`src/rtl/hwpe_evt_irq_unit.sv`:
```
// hwpe_evt_irq_unit: turns per-core HWPE event pulses into maskable,
// coalescable, software-clearable interrupt lines behind a small
// 32-bit register slave on the hwpectrl bus.
module hwpe_evt_irq_unit #(
  parameter int unsigned NrCores      = 9,
  parameter int unsigned RegAddrWidth = 6,
  parameter int unsigned CntWidth     = 16
) (
  input  logic                    clk_i,
  input  logic                    rst_ni,
  input  logic [NrCores-1:0]      hwpe_evt_i,
  input  logic                    reg_req_i,
  input  logic [RegAddrWidth-1:0] reg_addr_i,
  input  logic                    reg_we_i,
  input  logic [31:0]             reg_wdata_i,
  input  logic [3:0]              reg_be_i,
  output logic                    reg_gnt_o,
  output logic                    reg_rsp_valid_o,
  output logic [31:0]             reg_rsp_rdata_o,
  output logic [NrCores-1:0]      mxip_o
);

  // Word indices of the register map (byte offset divided by four)
  localparam logic [31:0] WordPending = 32'd0;
  localparam logic [31:0] WordEnable  = 32'd1;
  localparam logic [31:0] WordSet     = 32'd2;
  localparam logic [31:0] WordThresh  = 32'd3;
  localparam logic [31:0] WordCount0  = 32'd4;

  localparam logic [CntWidth-1:0] CountMax = {CntWidth{1'b1}};

  logic [NrCores-1:0]  r_pending;
  logic [NrCores-1:0]  r_enable;
  logic [7:0]          r_thresh;
  logic [7:0]          r_co    [NrCores];
  logic [CntWidth-1:0] r_count [NrCores];
  logic                r_rspValid;
  logic [31:0]         r_rspRdata;

  logic [31:0]         w_wordIdx;
  logic [31:0]         w_byteMask;
  logic [31:0]         w_wdataMasked;
  logic [NrCores-1:0]  w_wdataCore;
  logic                w_wrEn;
  logic                w_pendWr;
  logic                w_enableWr;
  logic                w_setWr;
  logic                w_threshWr;
  logic [NrCores-1:0]  w_countWr;
  logic [NrCores-1:0]  w_pendClr;
  logic [NrCores-1:0]  w_softSet;
  logic [NrCores-1:0]  w_hit;
  logic [7:0]          w_effThresh;
  logic [31:0]         w_rdata;
  logic                w_unused;

  // Address bits [1:0] are ignored; only the word index selects a register
  assign w_wordIdx     = 32'(reg_addr_i[RegAddrWidth-1:2]);
  assign w_byteMask    = {{8{reg_be_i[3]}}, {8{reg_be_i[2]}}, {8{reg_be_i[1]}}, {8{reg_be_i[0]}}};
  assign w_wdataMasked = reg_wdata_i & w_byteMask;
  assign w_wdataCore   = w_wdataMasked[NrCores-1:0];

  assign w_wrEn     = reg_req_i & reg_we_i;
  assign w_pendWr   = w_wrEn & (w_wordIdx == WordPending);
  assign w_enableWr = w_wrEn & (w_wordIdx == WordEnable);
  assign w_setWr    = w_wrEn & (w_wordIdx == WordSet);
  assign w_threshWr = w_wrEn & (w_wordIdx == WordThresh);

  assign w_pendClr = w_pendWr ? w_wdataCore : '0;
  assign w_softSet = w_setWr  ? w_wdataCore : '0;

  // A programmed threshold of zero coalesces like a threshold of one
  assign w_effThresh = (r_thresh == 8'd0) ? 8'd1 : r_thresh;

  assign reg_gnt_o       = 1'b1;
  assign reg_rsp_valid_o = r_rspValid;
  assign reg_rsp_rdata_o = r_rspRdata;
  assign mxip_o          = r_pending & r_enable;

  // Address and data bits that no register field consumes
  assign w_unused = ^{reg_addr_i[1:0], reg_wdata_i, w_byteMask};

  // Per-core threshold hit detection and COUNT_i write decode
  always_comb begin
    w_hit     = '0;
    w_countWr = '0;
    for (int unsigned i = 0; i < NrCores; i++) begin
      if (hwpe_evt_i[i] && (({1'b0, r_co[i]} + 9'd1) >= {1'b0, w_effThresh})) begin
        w_hit[i] = 1'b1;
      end
      if (w_wrEn && (w_wordIdx == (WordCount0 + i))) begin
        w_countWr[i] = 1'b1;
      end
    end
  end

  // Pending, enable and threshold registers; a set in the same cycle as a clear wins
  always_ff @(posedge clk_i or negedge rst_ni) begin
    if (!rst_ni) begin
      r_pending <= '0;
      r_enable  <= '0;
      r_thresh  <= 8'd1;
    end else begin
      r_pending <= (r_pending & ~w_pendClr) | w_softSet | w_hit;
      if (w_enableWr) begin
        r_enable <= (r_enable & ~w_byteMask[NrCores-1:0]) | w_wdataCore;
      end
      if (w_threshWr && reg_be_i[0]) begin
        r_thresh <= reg_wdata_i[7:0];
      end
    end
  end

  // Coalescing counters restart on threshold hits and on any THRESH write;
  // total event counters saturate and a write forces them to this cycle's event
  always_ff @(posedge clk_i or negedge rst_ni) begin
    if (!rst_ni) begin
      for (int unsigned i = 0; i < NrCores; i++) begin
        r_co[i]    <= 8'd0;
        r_count[i] <= '0;
      end
    end else begin
      for (int unsigned i = 0; i < NrCores; i++) begin
        if (w_threshWr || w_hit[i]) begin
          r_co[i] <= 8'd0;
        end else if (hwpe_evt_i[i]) begin
          r_co[i] <= r_co[i] + 8'd1;
        end

        if (w_countWr[i]) begin
          r_count[i] <= hwpe_evt_i[i] ? CntWidth'(1) : '0;
        end else if (hwpe_evt_i[i] && (r_count[i] != CountMax)) begin
          r_count[i] <= r_count[i] + CntWidth'(1);
        end
      end
    end
  end

  // Read data multiplexer, sampled in the request cycle
  always_comb begin
    w_rdata = '0;
    case (w_wordIdx)
      WordPending: w_rdata[NrCores-1:0] = r_pending;
      WordEnable:  w_rdata[NrCores-1:0] = r_enable;
      WordThresh:  w_rdata[7:0]         = r_thresh;
      default: begin
        for (int unsigned i = 0; i < NrCores; i++) begin
          if (w_wordIdx == (WordCount0 + i)) begin
            w_rdata = 32'(r_count[i]);
          end
        end
      end
    endcase
  end

  // Single-cycle response pipeline; writes answer with zero data
  always_ff @(posedge clk_i or negedge rst_ni) begin
    if (!rst_ni) begin
      r_rspValid <= 1'b0;
      r_rspRdata <= '0;
    end else begin
      r_rspValid <= reg_req_i;
      r_rspRdata <= (reg_req_i && !reg_we_i) ? w_rdata : '0;
    end
  end

endmodule
```
`config.mk`:
```
export PLATFORM = sky130hd
export DESIGN_NAME = hwpe_evt_irq_unit
export DESIGN_NICKNAME = d
export VERILOG_FILES = /design/src/rtl/hwpe_evt_irq_unit.sv
export SDC_FILE = /design/constraint.sdc
export NUM_CORES = 1
export LEC_CHECK = 0
export ABC_CLOCK_PERIOD_IN_PS = 4850
export BUFFER_PORTS_ARGS = -buffer_cell sky130_fd_sc_hd__buf_4
export CORE_AREA = 2 2 259 185
export DETAILED_ROUTE_END_ITERATION = 8
export DIE_AREA = 0 0 261 187
export PLACE_DENSITY_LB_ADDON = 0.05
export SYNTH_ARGS = -nofsm -noshare
export SYNTH_HDL_FRONTEND = slang
export SYNTH_SLANG_ARGS = --single-unit
export TNS_END_PERCENT = 20
```
`constraint.sdc`:
```
create_clock -name clk_i -period 4.85 [get_ports clk_i]
set_clock_uncertainty 0.15 [all_clocks]
set_input_delay 0 -clock clk_i [delete_from_list [all_inputs] [get_ports clk_i]]
set_output_delay 0 -clock clk_i [all_outputs]
set_load 0.01 [all_outputs]
```
==> flow_metrics.py <==
metrics = {
    "synth": {
        "yosys-top-cells-area": "dfrtp_1, xor2_1, ha_1, nor2_1, nand2_1",
        "synth_common_cells": "dfrtp_1, nor2_1, nand2_1",
        "yosys_warnings": 0,
        "synth-main-ff-cell": "dfrtp_1",
        "synth_cells": 1717,
        "ys_seq_area_share_pct": 40.4,
        "synth-seq-cells": 259,
        "yosys.cell_types.count": 86,
        "async_flop_share_pct": 100,
        "yosys.area.top_type": "dfrtp_1",
        "yosys.area.top_type_share_pct": 40.2,
        "avgSynthCellArea_um2": 9.34,
        "synth.most_common_cell": "dfrtp_1",
        "synth-edff-count": 0,
        "synth_area_um2": 16000,
    },
    "finish": {
        "nFillCells": 4723,
        "multiInputGateArea_um2": 9060,
        "diodes": 0,
        "fin_nets": 1916,
        "areaGrowthSynthToFinish_pct": 15.1,
        "regArea_um2": 6480,
        "drive_above_1_share_pct": 11.5,
    },
    "worst_setup_path": {
        "cpMaxStageDelayCell": "a41o_1",
        "r2r_cells": 11,
        "r2r-end": "r_pending[1]$_DFF_PN0_",
        "crit_fanout": 9,
        "arrival_ns": 4.53,
        "crit_chain": "inv_2 > a41o_1 > ha_1 > nand2b_1 > a21o_1 > maj3_1 > a211oi_1 > o21ai_0 > and2_1 > a221o_1 > dlygate4sd3_1",
        "r2r_slack_ns": 0.64,
        "cp.required_ns": 5.17,
        "path_delay_family": "compound AO/OA/AOI/OAI gates",
        "critPathLaunchType": "register",
        "critPathLaunch": "r_thresh[2]$_DFFE_PN0P_",
        "path_class": "register to register",
        "max_stage_delay_ns": 0.57,
        "path_buf_inv": 2,
        "r2r_start": "r_thresh[2]$_DFFE_PN0P_",
        "critPathCaptureType": "register",
    },
    "routing": {
        "drt-total-wl_mm": 49.6,
        "drc": 0,
        "drtPass1Iterations": 5,
        "ant_nets": 0,
        "post_drt_wl_per_cell_um": 20.3,
        "drt-initial-drc-count": 1149,
        "vias": 13200,
        "routed_via_density": 5.40,
    },
    "global_route": {
        "gr-total-overflow": 0,
        "grt_max_degree": 95,
        "track_usage_pct": 20.4,
        "grt_pass1_wl_mm": 77.5,
        "grt_pass1_vias": 12600,
        "grt_antenna_before_repair": 0,
    },
    "placement": {
        "gp_congestion": 0.842,
        "port_buffers": 53,
        "post-place-ws_ns": 1.18,
        "hpwlAfterDp_mm": 35.3,
    },
    "sta": {
        "drv_slew": 0,
        "period_minus_slack_ns": 4.21,
        "fin_crit_sh_pct": 86.8,
        "worst_pin_slew_ns": 1.16,
        "setup_tns_ns": 0,
        "fin_ws_ns": 0.639,
        "setup_violations": 0,
        "max_freq_mhz": 237,
        "rsz0062_at_grt": "false",
        "relSlewSlack_pct": 20.3,
        "hold_violations": 0,
        "hold_ws_ns": 0.0768,
    },
    "power": {
        "intPower_mw": 4.89,
        "pwr-share-clk_pct": 33.1,
        "vdd_ir_drop_max_v": 0.000239,
        "power_switching_share_pct": 34.4,
        "total_power_mw": 7.46,
        "seqPwrFrac_pct": 40.6,
        "power_frac_comb_pct": 26.3,
        "p_leak_nw": 8.21,
        "powerDensity_nw_per_um2": 404,
        "power_switching_mw": 2.57,
    },
    "clocking": {
        "cts_made_buffers": 30,
        "cts-resized-gates": 0,
        "root_buffer": "clkbuf_16",
        "clk_path_buf_depth": 3,
        "clkSinkCount": 259,
        "path_clk_slew_ns": 0.06,
        "htreeDepth": 1,
        "clk_latency_ns": 0.59,
        "cts_tree": "built",
    },
    "die": {
        "core_um2": 46800,
        "dieArea_um2": 48800,
        "die_x_um": 261,
        "start_util_pct": 34.3,
        "die_height_um": 187,
        "ios": 98,
        "num_rows": 67,
    },
    "worst_hold_path": {
        "hold_path_depth": 3,
        "hp-start": "reg_wdata_i[4]",
        "hp-class": "primary input to register",
    },
    "status": {
        "status": "completed",
    },
    "flow_run": {
        "maxCapViolations": 0,
    },
}
-- worst min-delay path: stages --
cell	delay (ns)
dlygate4sd3_1	0.52
buf_4	0.12
mux2_2	0.13
-- per-layer routing --
layer  part of all wire [%]  track usage (%)  up-vias
met1                     53             33.6     6506
met4                    1.5             3.30        0
met2                     40             28.1      313
met3                    5.0             2.80       42
li1                       -                -     6323
met5                      0                0        -
-- state kept, by name, indices dropped and copies added (netlist names), named ones only --
signal and flops:
r_thresh 8, r_co 72, r_count 144, reg_rsp_rdata_o 16
reg_rsp_valid_o 1, r_pending 9
-- repair_timing --
| item | CTS | global route |
|---|---|---|
| setup buffers | 0 | 0 |
| endpoints found under the hold margin | 465 | 0 |
| hold buffers | 35 | 0 |
-- cell type report --
| cell class | instances | area share, % |
|---|---|---|
| repair buffers | 108 | 5.07 |
| clock inverters | 11 | 0.732 |
| well taps | 621 | 4.21 |
| multi-input cells | 1362 | 49.1 |
| flip-flops and latches | 259 | 35.1 |
| clock buffers | 45 | 5.08 |
| inverters | 34 | 0.691 |
-- power by group through the flow --
stage | sequential (mW) | combinational [mW] | clock [mW]
finish | 3.03 | 1.96 | 2.47
global route | 3.08 | 2.23 | 2.64
CTS | 3.02 | 1.96 | 2.55
detailed placement | 3.05 | 1.92 | 0
global placement | 3.05 | 1.90 | 0
floorplan | 2.86 | 1.44 | 0
-- worst max path at each step --
| stage | end | slack [ns] | depth (start not counted) |
|---|---|---|---|
| floorplan | r_co[61]$_DFFE_PN0P_ | 1.53 | 12 |
| global placement | r_co[61]$_DFFE_PN0P_ | 1.18 | 10 |
| detailed placement | r_co[61]$_DFFE_PN0P_ | 1.18 | 10 |
| CTS | r_pending[2]$_DFF_PN0_ | 0.67 | 11 |
| global route | r_pending[2]$_DFF_PN0_ | 0.39 | 11 |
| finish | r_pending[1]$_DFF_PN0_ | 0.64 | 11 |
-- cell families after synthesis --
family                   share of synthesized area [%]
AO/OA/AOI/OAI                                     13.2
XOR/XNOR                                          9.23
adder cells (fa/ha/maj)                           5.65
buffers and inverters                             3.55
flip-flops                                        40.4
multiplexers                                      5.14
other                                           0.0468
AND/OR/NAND/NOR                                   22.8
-- metrics by stage --
stage                     utilization [%]  cell area (um2)  instances
final                                39.5            18500       2440
after global placement               36.4            17000       2349
after CTS                            39.5            18500       2440
after global routing                 39.5            18500       2440
after floorplan                         -            16100       1732
after detailed placement             36.4            17000       2349
-- layout by cell type, fill, tap and decap left out, types with 18 or more instances in the layout --
cell           count
o21ai_0           57
buf_4             71
and2_1            23
nand4_1           52
xnor2_1           57
xor2_1           112
inv_1             33
ha_1              66
nand2b_1          20
and3_1            45
and4_1            23
nor2b_1           20
nand3_1           79
a21o_1            18
mux2_2            29
a22o_1            21
dlygate4sd3_1     34
nand2_1          173
dfrtp_1          258
a21oi_1           70
nor3_1            26
clkbuf_16         31
nor2_1           212
(Power assumes the default switching activity.)
